## src/rtl/bram_debug_sequencer.sv

```systemverilog
`timescale 1ns/1ps
// bram_debug_sequencer
// Command-driven sequencer for the debug port (A2/WD2/WE2/RD2) of NUM_CH block
// RAMs. A host issues LOAD (stream words into a RAM), DUMP (stream words back
// out with backpressure) or RUN (pulse core reset, then wait a fixed window).
//
// Ports:
//   CPU_CLK, CPU_RST_N              clock, synchronous active-low reset
//   cmd_valid/cmd_ready             command handshake (ready only when idle)
//   cmd_op, cmd_ch, cmd_len         00 LOAD, 01 DUMP, 10 RUN; channel; length (0 = WORDS)
//   ld_valid/ld_ready, ld_data      load-data stream in
//   du_valid/du_ready, du_data/addr dump-data stream out
//   dbg_a2, dbg_wd2, dbg_we2        per-channel debug address/data/byte enables
//   dbg_rd2                         per-channel debug read data
//   core_rst                        active-high reset to the core
//   busy, done, err                 status; done/err are one-cycle pulses
module bram_debug_sequencer #(
    parameter int unsigned NUM_CH     = 2,
    parameter int unsigned ADDR_W     = 32,
    parameter int unsigned DATA_W     = 32,
    parameter int unsigned WORDS      = 4096,
    parameter int unsigned RD_LAT     = 1,
    parameter int unsigned RST_CYCLES = 5,
    parameter int unsigned RUN_CYCLES = 200000,
    localparam int unsigned CH_W      = (NUM_CH > 1) ? $clog2(NUM_CH) : 1,
    localparam int unsigned LEN_W     = $clog2(WORDS) + 1,
    localparam int unsigned BE_W      = DATA_W / 8
) (
    input  logic                       CPU_CLK,
    input  logic                       CPU_RST_N,
    input  logic                       cmd_valid,
    output logic                       cmd_ready,
    input  logic [1:0]                 cmd_op,
    input  logic [CH_W-1:0]            cmd_ch,
    input  logic [LEN_W-1:0]           cmd_len,
    input  logic                       ld_valid,
    output logic                       ld_ready,
    input  logic [DATA_W-1:0]          ld_data,
    output logic                       du_valid,
    input  logic                       du_ready,
    output logic [DATA_W-1:0]          du_data,
    output logic [ADDR_W-1:0]          du_addr,
    output logic [NUM_CH*ADDR_W-1:0]   dbg_a2,
    output logic [NUM_CH*DATA_W-1:0]   dbg_wd2,
    output logic [NUM_CH*BE_W-1:0]     dbg_we2,
    input  logic [NUM_CH*DATA_W-1:0]   dbg_rd2,
    output logic                       core_rst,
    output logic                       busy,
    output logic                       done,
    output logic                       err
);

    localparam int unsigned WAIT_W   = (RD_LAT > 1) ? $clog2(RD_LAT + 1) : 1;
    localparam int unsigned RUN_MAX  = (RUN_CYCLES > RST_CYCLES) ? RUN_CYCLES : RST_CYCLES;
    localparam int unsigned RUN_W    = $clog2(RUN_MAX + 1);
    localparam int unsigned CH_SLOTS = 1 << CH_W;
    // Bit c set when channel code c addresses a real RAM.
    localparam logic [CH_SLOTS-1:0] CH_OK = CH_SLOTS'((64'd1 << NUM_CH) - 64'd1);

    localparam logic [1:0] OP_LOAD = 2'b00;
    localparam logic [1:0] OP_DUMP = 2'b01;
    localparam logic [1:0] OP_RUN  = 2'b10;

    typedef enum logic [2:0] {
        S_IDLE, S_LOAD, S_D_ISSUE, S_D_WAIT, S_D_OUT, S_R_RST, S_R_WAIT
    } state_e;

    state_e              state_q, state_d;
    logic [CH_W-1:0]     ch_q, ch_d;
    logic [LEN_W-1:0]    len_q, len_d, cnt_q, cnt_d, len_eff;
    logic [ADDR_W-1:0]   addr_q, addr_d;
    logic [WAIT_W-1:0]   wait_q, wait_d;
    logic [RUN_W-1:0]    run_q, run_d;
    logic                done_pend_q, done_pend_d;

    logic                cmd_ready_q, cmd_ready_d, ld_ready_q, ld_ready_d;
    logic                du_valid_q, du_valid_d, core_rst_q, core_rst_d;
    logic                busy_q, busy_d, done_q, done_d, err_q, err_d;
    logic [DATA_W-1:0]   du_data_q, du_data_d;
    logic [ADDR_W-1:0]   du_addr_q, du_addr_d;
    logic [NUM_CH*ADDR_W-1:0] dbg_a2_q, dbg_a2_d;
    logic [NUM_CH*DATA_W-1:0] dbg_wd2_q, dbg_wd2_d;
    logic [NUM_CH*BE_W-1:0]   dbg_we2_q, dbg_we2_d;

    logic                drv_a, drv_w;
    logic [ADDR_W-1:0]   a_val;
    logic [DATA_W-1:0]   wd_val;
    logic [DATA_W-1:0]   rd_sel;

    // Clamp requested length into 1..WORDS (0 means a full RAM).
    always_comb begin
        len_eff = cmd_len;
        if (cmd_len == '0 || cmd_len > LEN_W'(WORDS)) begin
            len_eff = LEN_W'(WORDS);
        end
    end

    // Read data of the latched channel.
    always_comb begin
        rd_sel = '0;
        for (int unsigned c = 0; c < NUM_CH; c++) begin
            if (ch_q == CH_W'(c)) begin
                rd_sel = dbg_rd2[c*DATA_W +: DATA_W];
            end
        end
    end

    // Next state and next registered outputs.
    always_comb begin
        state_d     = state_q;
        ch_d        = ch_q;
        len_d       = len_q;
        cnt_d       = cnt_q;
        addr_d      = addr_q;
        wait_d      = wait_q;
        run_d       = run_q;
        done_pend_d = 1'b0;
        du_valid_d  = du_valid_q;
        du_data_d   = du_data_q;
        du_addr_d   = du_addr_q;
        core_rst_d  = 1'b0;
        done_d      = 1'b0;
        err_d       = 1'b0;
        drv_a       = 1'b0;
        drv_w       = 1'b0;
        a_val       = '0;
        wd_val      = '0;

        unique case (state_q)
            S_IDLE: begin
                // A LOAD finishes with done one cycle after its last write.
                done_d = done_pend_q;
                if (cmd_valid && cmd_ready_q) begin
                    if (cmd_op == 2'b11 || (cmd_op != OP_RUN && !CH_OK[cmd_ch])) begin
                        done_d = 1'b1;
                        err_d  = 1'b1;
                    end else begin
                        ch_d   = cmd_ch;
                        len_d  = len_eff;
                        cnt_d  = '0;
                        addr_d = '0;
                        run_d  = '0;
                        wait_d = '0;
                        case (cmd_op)
                            OP_LOAD: state_d = S_LOAD;
                            OP_DUMP: begin
                                state_d = S_D_ISSUE;
                                drv_a   = 1'b1;
                            end
                            default: begin
                                state_d    = S_R_RST;
                                core_rst_d = 1'b1;
                            end
                        endcase
                    end
                end
            end
            S_LOAD: begin
                if (ld_valid && ld_ready_q) begin
                    drv_w  = 1'b1;
                    a_val  = addr_q;
                    wd_val = ld_data;
                    addr_d = addr_q + ADDR_W'(BE_W);
                    cnt_d  = cnt_q + LEN_W'(1);
                    if (cnt_q == len_q - LEN_W'(1)) begin
                        state_d     = S_IDLE;
                        done_pend_d = 1'b1;
                    end
                end
            end
            S_D_ISSUE: begin
                // Keep the address stable while the read is in flight.
                drv_a   = 1'b1;
                a_val   = addr_q;
                wait_d  = '0;
                state_d = S_D_WAIT;
            end
            S_D_WAIT: begin
                if (wait_q == WAIT_W'(RD_LAT - 1)) begin
                    du_data_d  = rd_sel;
                    du_addr_d  = addr_q;
                    du_valid_d = 1'b1;
                    state_d    = S_D_OUT;
                end else begin
                    wait_d = wait_q + WAIT_W'(1);
                    drv_a  = 1'b1;
                    a_val  = addr_q;
                end
            end
            S_D_OUT: begin
                if (du_ready) begin
                    du_valid_d = 1'b0;
                    addr_d     = addr_q + ADDR_W'(BE_W);
                    cnt_d      = cnt_q + LEN_W'(1);
                    if (cnt_q == len_q - LEN_W'(1)) begin
                        state_d = S_IDLE;
                        done_d  = 1'b1;
                    end else begin
                        state_d = S_D_ISSUE;
                        drv_a   = 1'b1;
                        a_val   = addr_q + ADDR_W'(BE_W);
                    end
                end
            end
            S_R_RST: begin
                if (run_q == RUN_W'(RST_CYCLES - 1)) begin
                    run_d   = '0;
                    state_d = S_R_WAIT;
                end else begin
                    run_d      = run_q + RUN_W'(1);
                    core_rst_d = 1'b1;
                end
            end
            S_R_WAIT: begin
                if (run_q == RUN_W'(RUN_CYCLES - 1)) begin
                    state_d = S_IDLE;
                    done_d  = 1'b1;
                end else begin
                    run_d = run_q + RUN_W'(1);
                end
            end
            default: state_d = S_IDLE;
        endcase

        cmd_ready_d = (state_d == S_IDLE);
        busy_d      = (state_d != S_IDLE);
        ld_ready_d  = (state_d == S_LOAD);

        // Only the selected channel is driven; all others stay at zero.
        dbg_a2_d  = '0;
        dbg_wd2_d = '0;
        dbg_we2_d = '0;
        for (int unsigned c = 0; c < NUM_CH; c++) begin
            if (ch_d == CH_W'(c)) begin
                dbg_a2_d[c*ADDR_W +: ADDR_W]  = (drv_a || drv_w) ? a_val : '0;
                dbg_wd2_d[c*DATA_W +: DATA_W] = drv_w ? wd_val : '0;
                dbg_we2_d[c*BE_W +: BE_W]     = drv_w ? '1 : '0;
            end
        end
    end

    // State and output registers.
    always_ff @(posedge CPU_CLK) begin
        if (!CPU_RST_N) begin
            state_q     <= S_IDLE;
            ch_q        <= '0;
            len_q       <= '0;
            cnt_q       <= '0;
            addr_q      <= '0;
            wait_q      <= '0;
            run_q       <= '0;
            done_pend_q <= 1'b0;
            cmd_ready_q <= 1'b1;
            ld_ready_q  <= 1'b0;
            du_valid_q  <= 1'b0;
            du_data_q   <= '0;
            du_addr_q   <= '0;
            core_rst_q  <= 1'b0;
            busy_q      <= 1'b0;
            done_q      <= 1'b0;
            err_q       <= 1'b0;
            dbg_a2_q    <= '0;
            dbg_wd2_q   <= '0;
            dbg_we2_q   <= '0;
        end else begin
            state_q     <= state_d;
            ch_q        <= ch_d;
            len_q       <= len_d;
            cnt_q       <= cnt_d;
            addr_q      <= addr_d;
            wait_q      <= wait_d;
            run_q       <= run_d;
            done_pend_q <= done_pend_d;
            cmd_ready_q <= cmd_ready_d;
            ld_ready_q  <= ld_ready_d;
            du_valid_q  <= du_valid_d;
            du_data_q   <= du_data_d;
            du_addr_q   <= du_addr_d;
            core_rst_q  <= core_rst_d;
            busy_q      <= busy_d;
            done_q      <= done_d;
            err_q       <= err_d;
            dbg_a2_q    <= dbg_a2_d;
            dbg_wd2_q   <= dbg_wd2_d;
            dbg_we2_q   <= dbg_we2_d;
        end
    end

    assign cmd_ready = cmd_ready_q;
    assign ld_ready  = ld_ready_q;
    assign du_valid  = du_valid_q;
    assign du_data   = du_data_q;
    assign du_addr   = du_addr_q;
    assign core_rst  = core_rst_q;
    assign busy      = busy_q;
    assign done      = done_q;
    assign err       = err_q;
    assign dbg_a2    = dbg_a2_q;
    assign dbg_wd2   = dbg_wd2_q;
    assign dbg_we2   = dbg_we2_q;

endmodule

```

## config.mk

```make
export PLATFORM = sky130hd
export DESIGN_NAME = bram_debug_sequencer
export DESIGN_NICKNAME = d
export VERILOG_FILES = /design/src/rtl/bram_debug_sequencer.sv
export SDC_FILE = /design/constraint.sdc
export NUM_CORES = 1
export LEC_CHECK = 0
export BUFFER_PORTS_ARGS = -buffer_cell sky130_fd_sc_hd__clkbuf_2
export CAP_MARGIN = 15
export CORE_UTILIZATION = 25
export DETAILED_ROUTE_END_ITERATION = 16
export RECOVER_POWER = 25
export SLEW_MARGIN = 5
export SYNTH_ARGS = -nofsm -noshare
export SYNTH_HDL_FRONTEND = slang
export SYNTH_SLANG_ARGS = --single-unit
```

## constraint.sdc

```tcl
create_clock -name CPU_CLK -period 4.2 [get_ports CPU_CLK]
set_clock_uncertainty 0.1 [all_clocks]
set_input_delay 1.05 -clock CPU_CLK [delete_from_list [all_inputs] [get_ports CPU_CLK]]
set_output_delay 1.05 -clock CPU_CLK [all_outputs]
set_load 0.1 [all_outputs]
```

==> impl_metrics.tcl <==
set metrics [dict create \
    run_status "finished, final reports clean" \
    cts.sink_count 276 \
    h-tree-depth 1 \
    fin_tns_setup_ps 0 \
    timing.critical_path.fanout_max 35 \
    cts_hold_buffers 0 \
    totalWireLength_mm 36.0 \
    syn_area_um2 11400 \
    final.min_clock_period_ps 3620 \
    synth_ff_type "dfxtp_1" \
    cp-end-kind "flop" \
    hold_viol 0 \
    syn-instance-count 1334 \
    maxCapViolations 0 \
    synthXorXnorAreaFrac_pct 3.39 \
    worst_slew_margin_rel_pct 10.5 \
    clock_tree.buffer_depth 3 \
    whs_path_depth 2 \
    clock_pin_slew_of_the_registers_on_the_worst_case_setup_and_hold_paths_ps 60 \
    area.growth.synth_to_final_pct 26.1 \
    synth_adder_area_share_pct 0.550 \
    clockRootBuffer "clkbuf_16" \
    cts_setup_buffers 0 \
    cts_tree "done" \
    synth_largest_type_area_fraction_pct 48.6 \
    post_route_cells_drive_above_1_share_pct 19.2 \
    max_clock_freq_mhz 276 \
    pin_count 324 \
    chipHeight_um 215 \
    combinational_family_with_the_most_area_after_synthesis "simple AND/OR/NAND/NOR gates" \
    yosysTopAreaCell "dfxtp_1" \
    cts_resized 0 \
    dpl.cell_count 2166 \
    start_util_pct 25.6 \
    maximum_number_of_pins_on_one_net_before_global_route_repair 95 \
    worst_pin_slew_ps 1340 \
    via_per_inst 4.73 \
    insertion_delay_of_the_later_clocked_pin_in_the_worst_skew_pair_ps 590 \
    grt_first_pass_wirelength_mm 56.0 \
    worst_vdd_drop_v 0.000298 \
    worstHoldPathType "reg2reg" \
    core-area_um2 44500 \
    floorplan.die_area_um2 46400 \
    yosys.cell_types.count 65 \
    synth-edff-count 0 \
    drt_iter0_drc 615 \
    regToRegEndpoint "dbg_a2[37]$_SDFF_PN0_" \
    power.static_leakage_nw 5.50 \
    filler_cell_count 4744 \
    reg2reg_slack_ps 580 \
    antenna_found_initial 2 \
    synth_simple_gate_area_share_pct 26.0 \
    first_pass_iters 5 \
    worst-endpoint-required_ps 4590 \
    rr_startpoint "len_q[0]$_SDFFE_PN0P_" \
    share_of_the_yosys_chip_area_belonging_to_registers_pct 48.6 \
    wl_per_cell_um 16.2 \
    finish.cell_count_without_fillers 2225 \
    r2r.worst_path.cells 10 \
    postSynthRegisterBits 276 \
    gpl.final_weighted_congestion 0.868 \
    report.power.total_w 0.00639 \
    fp.dieW_um 215 \
    globalRouteOverflowTotal 0 \
    setup_viol 0 \
    worst_setup_path_start_kind "flop" \
    critical_path_arrival_ps 4010 \
    syn_avg_cell_area_um2 8.53 \
    dr_total_vias 10500 \
    timing.critical_path.slowest_cell_delay_ps 720 \
    post_synth_main_area_contributors "dfxtp_1, nand2_1, nor2_1, and2_1, a21oi_1" \
    grt_setup_unrepaired "false" \
    timing_max_transition_violations_final 0 \
    crit_type "reg2reg" \
    min_to "du_addr[20]$_SDFFE_PN0P_" \
    vias_in_the_first_global_route 9981 \
    grtUsageTotal_pct 15.1 \
    ys_warnings 0 \
    synth_async_sr_flop_share_pct 0 \
    timing.critical_path.cells "inv_1 -> ha_1 -> or4b_1 -> or4_1 -> a21oi_1 -> nor3_1 -> or4_4 -> buf_4 -> a31o_2 -> a22o_1" \
    detail_route.drc_violations 0 \
    muxShareOfSynthArea_pct 2.82 \
    holdCritStartpoint "du_addr[20]$_SDFFE_PN0P_" \
    io_buffer_count 321 \
    power_density_nw_per_um2 446 \
    antenna_violating_nets_post_route 0 \
    worst_path_max_delay_cell "or4_4" \
    hpwl_mm 26.1 \
    final_nets 1729 \
    cts_made_buffers 31 \
    min_period_over_period_pct 86.2 \
    synth-compound-area-share_pct 14.0 \
    placement_rows 77 \
]
==> critical path, delay by kind of cell, from the launching register on <==
family,cells,cell delay [ps]
adder cells (fa/ha/maj),1,240
buffers and inverters,2,410
AO/OA/AOI/OAI,3,580
flip-flops,1,350
AND/OR/NAND/NOR,4,1840
==> cells by family (layout without fill, tap and decap cells) <==
kind of cell             after synthesis  count (layout)
AO/OA/AOI/OAI                        243             243
other                                  1               5
adder cells (fa/ha/maj)                5               5
AND/OR/NAND/NOR                      610             610
flip-flops                           276             276
XOR/XNOR                              44              44
multiplexers                          32              32
buffers and inverters                123             418
==> worst max path at each step <==
| stage | start | end | slack [ps] | depth (start not counted) |
|---|---|---|---|---|
| after CTS | len_q[0]$_SDFFE_PN0P_ | dbg_a2[37]$_SDFF_PN0_ | 580 | 10 |
| after detailed placement | len_q[0]$_SDFFE_PN0P_ | dbg_a2[37]$_SDFF_PN0_ | 580 | 10 |
| after global placement | len_q[0]$_SDFFE_PN0P_ | dbg_a2[37]$_SDFF_PN0_ | 630 | 10 |
| after global routing | len_q[0]$_SDFFE_PN0P_ | dbg_a2[10]$_SDFF_PP0_ | 310 | 10 |
| after floorplan | cmd_ready$_SDFF_PN1_ | dbg_a2[15]$_SDFF_PP0_ | 790 | 11 |
| final | len_q[0]$_SDFFE_PN0P_ | dbg_a2[37]$_SDFF_PN0_ | 580 | 10 |
==> synthesized netlist by cell type, types with 26 or more instances <==
| library cell | instances |
|---|---|
| clkbuf_1 | 80 |
| o21ai_0 | 31 |
| nor3_1 | 40 |
| nand2_1 | 185 |
| nand4_1 | 35 |
| a21oi_1 | 76 |
| nor2_1 | 146 |
| xor2_1 | 26 |
| mux2i_1 | 32 |
| o211ai_1 | 28 |
| dfxtp_1 | 276 |
| nand3_1 | 51 |
| and2_1 | 76 |
| a211oi_1 | 36 |
==> per-layer routing <==
layer | wire length (um) | GRT usage [%]
met4 | 1020 | 5.56
met1 | 15700 | 19.4
met2 | 15800 | 24.3
met5 | 0 | 0
met3 | 3460 | 3.84
==> state kept, by name (all words and copies together), names as in the netlist <==
register and count:
dbg_a2 62, err 1, state_q 3, du_addr 30, du_data 32, run_q 18
cmd_ready 1, done 1, ld_ready 1, addr_q 30, busy 1, core_rst 1
du_valid 1, done_pend_q 1, cnt_q 13, ch_q 1, dbg_we2 2, dbg_wd2 64
len_q 13
==> placed cells by master (no fill, tap or decap), drive strengths merged, types with 4 or more instances in the layout <==
cell type  count
a211oi        36
a21o          14
a21oi         76
a22oi         14
a31oi          7
and2          76
and3          15
and4           6
buf           20
clkbuf       369
clkinv        12
conb           4
dfxtp        276
ha             5
inv           15
mux2i         32
nand2        185
nand3         51
nand4         35
nor2         147
nor3          40
nor4          14
o211ai        28
o21ai         33
o311ai        13
o31ai          4
or3           14
or4            7
xnor2         18
xor2          26
==> area by class of cell <==
type	instances	area (um^2)	area share, %
diodes	1	2.50	0.0174
clock buffers	44	885	6.17
clock inverters	14	131	0.916
inverters	15	57.6	0.401
multi-input cells	938	5350	37.3
flip-flops and latches	276	5530	38.5
well taps	592	741	5.16
repair buffers	345	1650	11.5
==> where the power goes <==
group	total (W)	switching [W]	internal, W
registers	0.00274	0.0000721	0.00267
clock network	0.00267	0.00113	0.00154
logic	0.000982	0.000708	0.000274
==> through the flow <==
step,instance area (um^2),utilization [%],setup WS [ps],hold WS [ps]
after CTS,14500,32.5,576,357
after floorplan,11400,-,786,374
after global placement,13500,30.3,632,346
after global routing,14300,32.2,308,376
final,14300,32.2,580,355
after detailed placement,13500,30.3,578,349
No activity file was read; power rests on OpenSTA's default activity.
